### config.mk
export PLATFORM = sky130hd
export DESIGN_NAME = crc4_frame_tx
export DESIGN_NICKNAME = d
export VERILOG_FILES = /design/src/rtl/crc4_frame_tx.sv
export SDC_FILE = /design/constraint.sdc
export NUM_CORES = 1
export LEC_CHECK = 0
export BUFFER_PORTS_ARGS = -buffer_cell sky130_fd_sc_hd__buf_4
export CAP_MARGIN = 20
export CORE_ASPECT_RATIO = 0.6
export CORE_MARGIN = 2
export CORE_UTILIZATION = 35
export CTS_BUF_LIST = sky130_fd_sc_hd__clkbuf_2 sky130_fd_sc_hd__clkbuf_4 sky130_fd_sc_hd__clkbuf_8
export DETAILED_ROUTE_END_ITERATION = 6
export PLACE_DENSITY = 0.59
export SLEW_MARGIN = 10
export SYNTH_ARGS = -nofsm -noshare
export SYNTH_HDL_FRONTEND = slang
export SYNTH_SLANG_ARGS = --single-unit
### constraint.sdc
create_clock -name clk -period 2.04 [get_ports clk]
set_input_delay 0.51 -clock clk [delete_from_list [all_inputs] [get_ports clk]]
set_output_delay 0.51 -clock clk [all_outputs]
set_load 0.02 [all_outputs]
### src/rtl/crc4_frame_tx.sv
`default_nettype none
// ============================================================================
// Module   : crc4_frame_tx
// Purpose  : Serial CRC-4 frame transmitter. Accepts a parallel message word
//            over a valid/ready handshake, shifts it out MSB first, and then
//            appends the 4-bit CRC (MSB first). A serial CRC-4 detector fed
//            with the resulting stream ends each frame with a residue of zero.
// Revision : 1.0  initial release
// ----------------------------------------------------------------------------
// Parameters
//   MSG_W   message width in bits (1..32)
//   POLY    generator low terms, x^4 implicit (default x^4 + x + 1)
//   INIT    CRC register value loaded at frame start
// Ports
//   clk          in   1      rising-edge clock
//   reset        in   1      synchronous, active-high reset
//   msg_in       in   MSG_W  message word, sampled on handshake
//   msg_valid    in   1      message word offered
//   msg_ready    out  1      block can accept a message word
//   data_out     out  1      serial frame bit, MSB first
//   data_valid   out  1      data_out carries a frame bit this cycle
//   frame_start  out  1      first message bit of a frame
//   frame_last   out  1      last CRC bit of a frame
//   crc_out      out  4      CRC of the last completed frame
// ============================================================================
module crc4_frame_tx #(
    parameter int unsigned MSG_W = 7,
    parameter logic [3:0]  POLY  = 4'b0011,
    parameter logic [3:0]  INIT  = 4'b0000
) (
    input  logic             clk,
    input  logic             reset,
    input  logic [MSG_W-1:0] msg_in,
    input  logic             msg_valid,
    output logic             msg_ready,
    output logic             data_out,
    output logic             data_valid,
    output logic             frame_start,
    output logic             frame_last,
    output logic [3:0]       crc_out
);

    // ------------------------------------------------------------------------
    // Constants
    // ------------------------------------------------------------------------
    // The bit counter is shared by the message phase (1..MSG_W) and the CRC
    // phase (1..4), so it must be wide enough for the larger of the two.
    localparam int unsigned c_CNT_MAX = (MSG_W > 4) ? MSG_W : 4;
    localparam int unsigned c_CNT_W   = $clog2(c_CNT_MAX + 1);

    localparam logic [c_CNT_W-1:0] c_CNT_ONE   = c_CNT_W'(1);
    localparam logic [c_CNT_W-1:0] c_MSG_LAST  = c_CNT_W'(MSG_W);
    localparam logic [c_CNT_W-1:0] c_CRC_PENUL = c_CNT_W'(3);
    localparam logic [c_CNT_W-1:0] c_CRC_LAST  = c_CNT_W'(4);

    localparam logic [1:0] c_ST_IDLE      = 2'd0;
    localparam logic [1:0] c_ST_SHIFT_MSG = 2'd1;
    localparam logic [1:0] c_ST_SHIFT_CRC = 2'd2;

    // ------------------------------------------------------------------------
    // State
    // ------------------------------------------------------------------------
    logic [1:0]         state_q,       state_d;
    logic [MSG_W-1:0]   shreg_q,       shreg_d;
    logic [c_CNT_W-1:0] cnt_q,         cnt_d;
    logic [3:0]         crc_q,         crc_d;
    logic               data_out_q,    data_out_d;
    logic               data_valid_q,  data_valid_d;
    logic               frame_start_q, frame_start_d;
    logic               frame_last_q,  frame_last_d;
    logic [3:0]         crc_out_q,     crc_out_d;

    logic               w_accept;
    logic               w_fb;
    logic [3:0]         w_crc_step;
    logic [MSG_W-1:0]   w_sh_next;

    // ------------------------------------------------------------------------
    // Combinational helpers
    // ------------------------------------------------------------------------
    // Ready is gated by reset so a word offered during reset is never taken.
    assign msg_ready = (state_q == c_ST_IDLE) && !reset;
    assign w_accept  = msg_valid && msg_ready;

    // During the message phase data_out_q is exactly the bit on the line this
    // cycle, so it is the bit folded into the CRC at the next edge.
    assign w_fb       = crc_q[3] ^ data_out_q;
    assign w_crc_step = {crc_q[2:0], 1'b0} ^ (w_fb ? POLY : 4'b0000);

    // Shifting the whole register keeps the indexing legal for MSG_W = 1.
    assign w_sh_next  = shreg_q << 1;

    // ------------------------------------------------------------------------
    // Next-state logic
    // ------------------------------------------------------------------------
    always_comb begin
        state_d       = state_q;
        shreg_d       = shreg_q;
        cnt_d         = cnt_q;
        crc_d         = crc_q;
        data_out_d    = data_out_q;
        data_valid_d  = data_valid_q;
        frame_start_d = 1'b0;
        frame_last_d  = 1'b0;
        crc_out_d     = crc_out_q;

        case (state_q)
            c_ST_IDLE: begin
                data_out_d   = 1'b0;
                data_valid_d = 1'b0;
                if (w_accept) begin
                    state_d       = c_ST_SHIFT_MSG;
                    shreg_d       = msg_in;
                    cnt_d         = c_CNT_ONE;
                    crc_d         = INIT;
                    data_out_d    = msg_in[MSG_W-1];
                    data_valid_d  = 1'b1;
                    frame_start_d = 1'b1;
                end
            end

            c_ST_SHIFT_MSG: begin
                // cnt_q counts message bits already placed on the line.
                crc_d = w_crc_step;
                if (cnt_q == c_MSG_LAST) begin
                    // Last message bit absorbed: the updated CRC is final and
                    // its MSB goes out immediately so there is no gap.
                    state_d    = c_ST_SHIFT_CRC;
                    cnt_d      = c_CNT_ONE;
                    crc_out_d  = w_crc_step;
                    data_out_d = w_crc_step[3];
                end else begin
                    shreg_d    = w_sh_next;
                    cnt_d      = cnt_q + c_CNT_ONE;
                    data_out_d = w_sh_next[MSG_W-1];
                end
            end

            c_ST_SHIFT_CRC: begin
                // crc_q[3] is on the line; the next bit to present is crc_q[2].
                if (cnt_q == c_CRC_LAST) begin
                    state_d      = c_ST_IDLE;
                    data_out_d   = 1'b0;
                    data_valid_d = 1'b0;
                end else begin
                    cnt_d        = cnt_q + c_CNT_ONE;
                    crc_d        = {crc_q[2:0], 1'b0};
                    data_out_d   = crc_q[2];
                    frame_last_d = (cnt_q == c_CRC_PENUL);
                end
            end

            default: begin
                state_d      = c_ST_IDLE;
                data_out_d   = 1'b0;
                data_valid_d = 1'b0;
            end
        endcase
    end

    // ------------------------------------------------------------------------
    // Registers
    // ------------------------------------------------------------------------
    always_ff @(posedge clk) begin
        if (reset) begin
            state_q       <= c_ST_IDLE;
            shreg_q       <= '0;
            cnt_q         <= '0;
            crc_q         <= 4'b0000;
            data_out_q    <= 1'b0;
            data_valid_q  <= 1'b0;
            frame_start_q <= 1'b0;
            frame_last_q  <= 1'b0;
            crc_out_q     <= 4'b0000;
        end else begin
            state_q       <= state_d;
            shreg_q       <= shreg_d;
            cnt_q         <= cnt_d;
            crc_q         <= crc_d;
            data_out_q    <= data_out_d;
            data_valid_q  <= data_valid_d;
            frame_start_q <= frame_start_d;
            frame_last_q  <= frame_last_d;
            crc_out_q     <= crc_out_d;
        end
    end

    assign data_out    = data_out_q;
    assign data_valid  = data_valid_q;
    assign frame_start = frame_start_q;
    assign frame_last  = frame_last_q;
    assign crc_out     = crc_out_q;

endmodule
`default_nettype wire

======== Word-level counts from Yosys, hierarchy flattened ========
Cells that the tools add are included.
operators by class
  $add $sub $neg .......................... 1
  equal/unequal tests ..................... 10
  bitwise logic cells ..................... 5
  multiplexer cells ....................... 22
  reduce and logical (&&, ||, !) cells .... 13
operators with widths
  cell                   count
  $mux W6                2
  $pmux W4 S3            1
  $pmux W6 S2            1
  $ne A2 B2 Y1 const B   5
  $mux W3                3
  $pmux W3 S3            1
  $reduce_and A3 Y1      3
  $mux W2                4
  $mux W4                2
  $eq A3 B3 Y1 const B   2
  $pmux W1 S3            2
  $pmux W2 S3            1
  $mux W1                5
  $reduce_and A2 Y1      2
  $xor A4 B2 Y4          1
  $add A3 B1 Y3 const B  1
  $eq A3 B2 Y1 const B   1
  $not A1 Y1             3
  $reduce_bool A3 Y1     1
  $reduce_or A3 Y1       1
  $eq A2 B1 Y1 const B   1
  $eq A2 B2 Y1 const B   1
  $logic_and A1 B1 Y1    2
  $logic_not A2 Y1       1
  other kinds (4)        4
word-level totals
  register bits ........................... 23
  input bits .............................. 10
  word-level logic and storage cells ...... 60

======== Logic depth before layout (Yosys ltp) ========
  depth after elaboration ................. 5
  mapped depth ............................ 8
  depth with buffers taken out ............ 6

======== Worst setup path before layout ========
No wires, ideal clock.
  path type ............................... reg2reg
  start ................................... reg cnt_q[0]
  end ..................................... reg shreg_q[1]
  stages on the path, launching flop included .. 9
  path buffers ............................ 2
  data required time ...................... 1.960 ns
  data arrival time ....................... 1.594 ns
  slack ................................... 0.366 ns
  cell sequence ........................... dfxtp_1 ha_1 ha_1 and2_1 buf_2 a211oi_2 buf_4 nor2_1 a211oi_2
on the way
  word-level cells in the longest chain between the ends .. 3
ends and longest elaborated chain
  item                                RTL line  RTL
  start: declaration                  65        logic [c_CNT_W-1:0] cnt_q, cnt_d;
  start signal: assignment            178       cnt_q <= cnt_d;
  $eq A3 B3 Y1                        125       if (cnt_q == c_MSG_LAST) begin
  $ne A2 B2 Y1 (no source line)       --
  $reduce_and A3 Y1 (no source line)  --
  end signal: assignment              177       shreg_q <= shreg_d;
  end: declaration                    64        logic [MSG_W-1:0] shreg_q, shreg_d;
No other way between the ends.
A chain may end at the register's enable or synchronous reset.

======== Worst setup path in the final report ========
  start ................................... reg state_q[1]
  end ..................................... out msg_ready
on the way
  word-level cells in the longest chain between the ends .. 2
ends and longest elaborated chain
  item                      RTL line  RTL
  start: declaration        63        logic [1:0] state_q, state_d;
  start signal: assignment  166       state_q <= c_ST_IDLE;
  start signal: assignment  176       state_q <= state_d;
  $logic_not A2 Y1          82        assign msg_ready = (state_q == c_ST_IDLE) && !reset;
  $logic_and A1 B1 Y1       82
  end: declaration          35        output logic msg_ready,
No other way between the ends.

==> summary.md <==
| Metric | Value |
|---|---|
| Run status | finished, final reports clean |
| CP startpoint kind | flop |
| Max Buffers Root-to-Sink | 2 |
| Setup TNS Final | 0 ns |
| Avg Synthesized Cell Area | 9.86 um^2 |
| CTS Hold Bufs | 0 |
| Ys flop type | dfxtp_1 |
| FF-to-FF End | crc_q[1] |
| Via/cell ratio | roughly 4.8 |
| Worst Path Class, Setup | flop to output pin |
| Total track usage | 13.7% |
| Total I/O pin count | 19 |
| Top cells by area, synth | dfxtp_1 39%, ha_1 9.5%, mux2i_1 8.5%, a211oi_2 6.3%, nor2_1 4.4% |
| Largest net degree at the start of global routing | 21 |
| Num CTS Buffers | 3 |
| Number of port buffers | 18 |
| Wire per inst | ~13 um |
| Initial DRC count | 36 |
| Crit path DAT | around 1.3 ns |
| Leakage dissipation | approximately 0.58 nW |
| Mapped Nets | between 100 and 150 |
| CTS tree | yes |
| Die area | 3880 um^2 |
| Non-Filler Instances | 187 |
| Final net count | 162 |
| Final worst slack | 0.202 ns |
| Commonest non-fill, non-tap cell in the layout | buf_4 |
| Tightest Pin Transition | 0.419 ns |
| Number of global-route vias before repair | about 900 |
| Register area share after synthesis | 38.9% |
| Clock sinks | 23 |
| Post-detail-place hpwl | between 1.5 and 2 mm |
| # diodes | 0 |
| Post-synthesis compound-gate area fraction | 20.8% |
| Post-CTS Repair Setup Buffers | 0 |
| DRT Pass-1 Iters | 4 |
| DRC viols | 0 |
| Clock Latency Late Sink | 0.26 ns |
| CTS Root Cell | clkbuf_8 |
| Post-synthesis cell area | around 1200 um^2 |
| Reg2Reg Launch Point | state_q[1] |
| # setup viols final | 0 |
| Ys async rst share | 0% |
| Synthesis Warnings | 0 |
| Hold path startpoint | reset |
| WHS Endpoint | shreg_q[1] |
| Final Cell Area | about 1400 um^2 |
| Reg2reg path depth | 7 |
| Simple-Gate Fraction of Synth Area | 15.5% |
| First-pass GRT wire length | 4.15 mm |
| Post-Route Utilization | 44.2% |
| Top cell type's share of synthesized area | 38.9% |
| Power density over the cells | 769 nW/um^2 |
| Post-CTS Resized | 0 |
| Placed instance area | between 1000 and 1500 um^2 |
| Total power | 1.10 mW |
| Tmin final | 1.84 ns |
| Core Area | around 3200 um^2 |
| Worst Clk Skew | 0.00424 ns |
| Max-Cap Viols | 0 |
| Gr ovfl total | 0 |
| Main combinational cell family by area after synthesis | compound AO/OA/AOI/OAI gates |
| H-tree depth | 1 |
| Post-Synth Adder-Cell Area | about a tenth |
| Post-synth EDFFs | 0 |
| Crit path max fanout | 7 |
| Period utilisation layout | around nine tenths |
| Critical Path RT | between 1.5 and 2 ns |
| Synth area leader | dfxtp_1 |
| Final Hold Viols | 0 |
| Distinct cells, synth | 34 |
| Fraction of layout cells with a size suffix above 1 | a little over a quarter |
| Area grow syn2layout | 21.0% |
| FMAX | 544 MHz |
| Initial Utilization | 36.5% |
| Multiplexer share of the synthesized area | 8.46% |
| WHS Path Cells | 2 |
| Die width | 79.1 um |
| Syn Inst Count | 120 |
| Num rows | 16 |
| Most frequent cells in the layout | 24 x buf_4, 23 x dfxtp_1, 14 x nor2_1 |
| Seq cells post-synth | 23 |
| Pre-CTS setup slack | 0.286 ns |
| RSZ-0062 raised after global routing | no |
| DRT Wirelength | 2.35 mm |
| R2R setup slack | 0.26 ns |
| CP endpoint kind | output pin |
| Worst Hold Class | primary input to flop |
| Worst IR drop on VDD | 0.241 mV |
| RePlAce Congestion | approximately 0.77 |
| Hold_ws | 0.444 ns |
| Clk slew on worst S/H paths | 0.08 ns |
| Synth Area in XOR/XNOR | 1.48% |
| Pins Over Slew Limit | 0 |
| Routed Antenna Nets | 0 |
| Antenna violations before repair | 0 |
| Slew HR | 72.0% |
| Via count | around 900 |
| Placed cells | 183 |
| Die H | 49.0 um |
layer usage:
| layer | vias up | global-route usage (%) | routed length (um) |
|---|---|---|---|
| met1 | 410 | 18.3 | 1230 |
| met3 | 2 | 5.37 | 139 |
| met2 | 18 | 20.9 | 967 |
| met4 | 0 | 2.87 | 13 |
| li1 | 467 | - | - |
| met5 | - | 0 | 0 |
cells in the mapped netlist (2+ instances only):
library cell	instances
dfxtp_1	23
nor2_1	14
mux2i_1	10
ha_1	9
a21oi_1	7
inv_1	7
a211oi_2	6
nand2b_1	6
a211oi_1	4
nand3_1	3
nor2b_1	3
a311oi_2	2
and2_1	2
buf_2	2
o21ai_0	2
xnor2_1	2
how the worst max path moves through the flow:
stage / depth (start not counted) / slack [ns] / endpoint / startpoint
after floorplan: 8 / 0.37 / shreg_q[1] / cnt_q[0]
after global placement: 7 / 0.33 / crc_q[1] / state_q[1]
after detailed placement: 7 / 0.29 / crc_q[1] / state_q[0]
after CTS: 4 / 0.13 / msg_ready / state_q[0]
after global routing: 4 / 0.07 / msg_ready / state_q[0]
final: 4 / 0.20 / msg_ready / state_q[1]
cell type report:
class                   count  area [um^2]
repair buffers             24          180
flip-flops and latches     23          460
clock buffers               3         41.3
clock inverters             1         5.00
multi-input cells          84          663
inverters                   7         26.3
fillers                   321         1810
well taps                  45         56.3
logic make-up after synthesis:
group	after synthesis
buffers and inverters	13
XOR/XNOR	2
adder cells (fa/ha/maj)	9
flip-flops	23
AND/OR/NAND/NOR	34
multiplexers	10
AO/OA/AOI/OAI	29
flip-flops by register name, summed over array words and instances (netlist names):
register / count
frame_start: 1
cnt_q: 3
crc_out: 4
frame_last: 1
crc_q: 4
data_valid: 1
state_q: 2
data_out: 1
shreg_q: 6
worst max-delay path, stage by stage (launching register included):
cell	delay (ns)
dfxtp_1	0.34
inv_1	0.11
ha_2	0.26
nor2b_1	0.18
buf_4	0.16
power breakdown:
group          switching (mW)  total (mW)  internal [mW]
clock                   0.141       0.278          0.136
combinational           0.170       0.318          0.147
sequential             0.0225       0.507          0.484
Power figures use the tool's default switching activity.
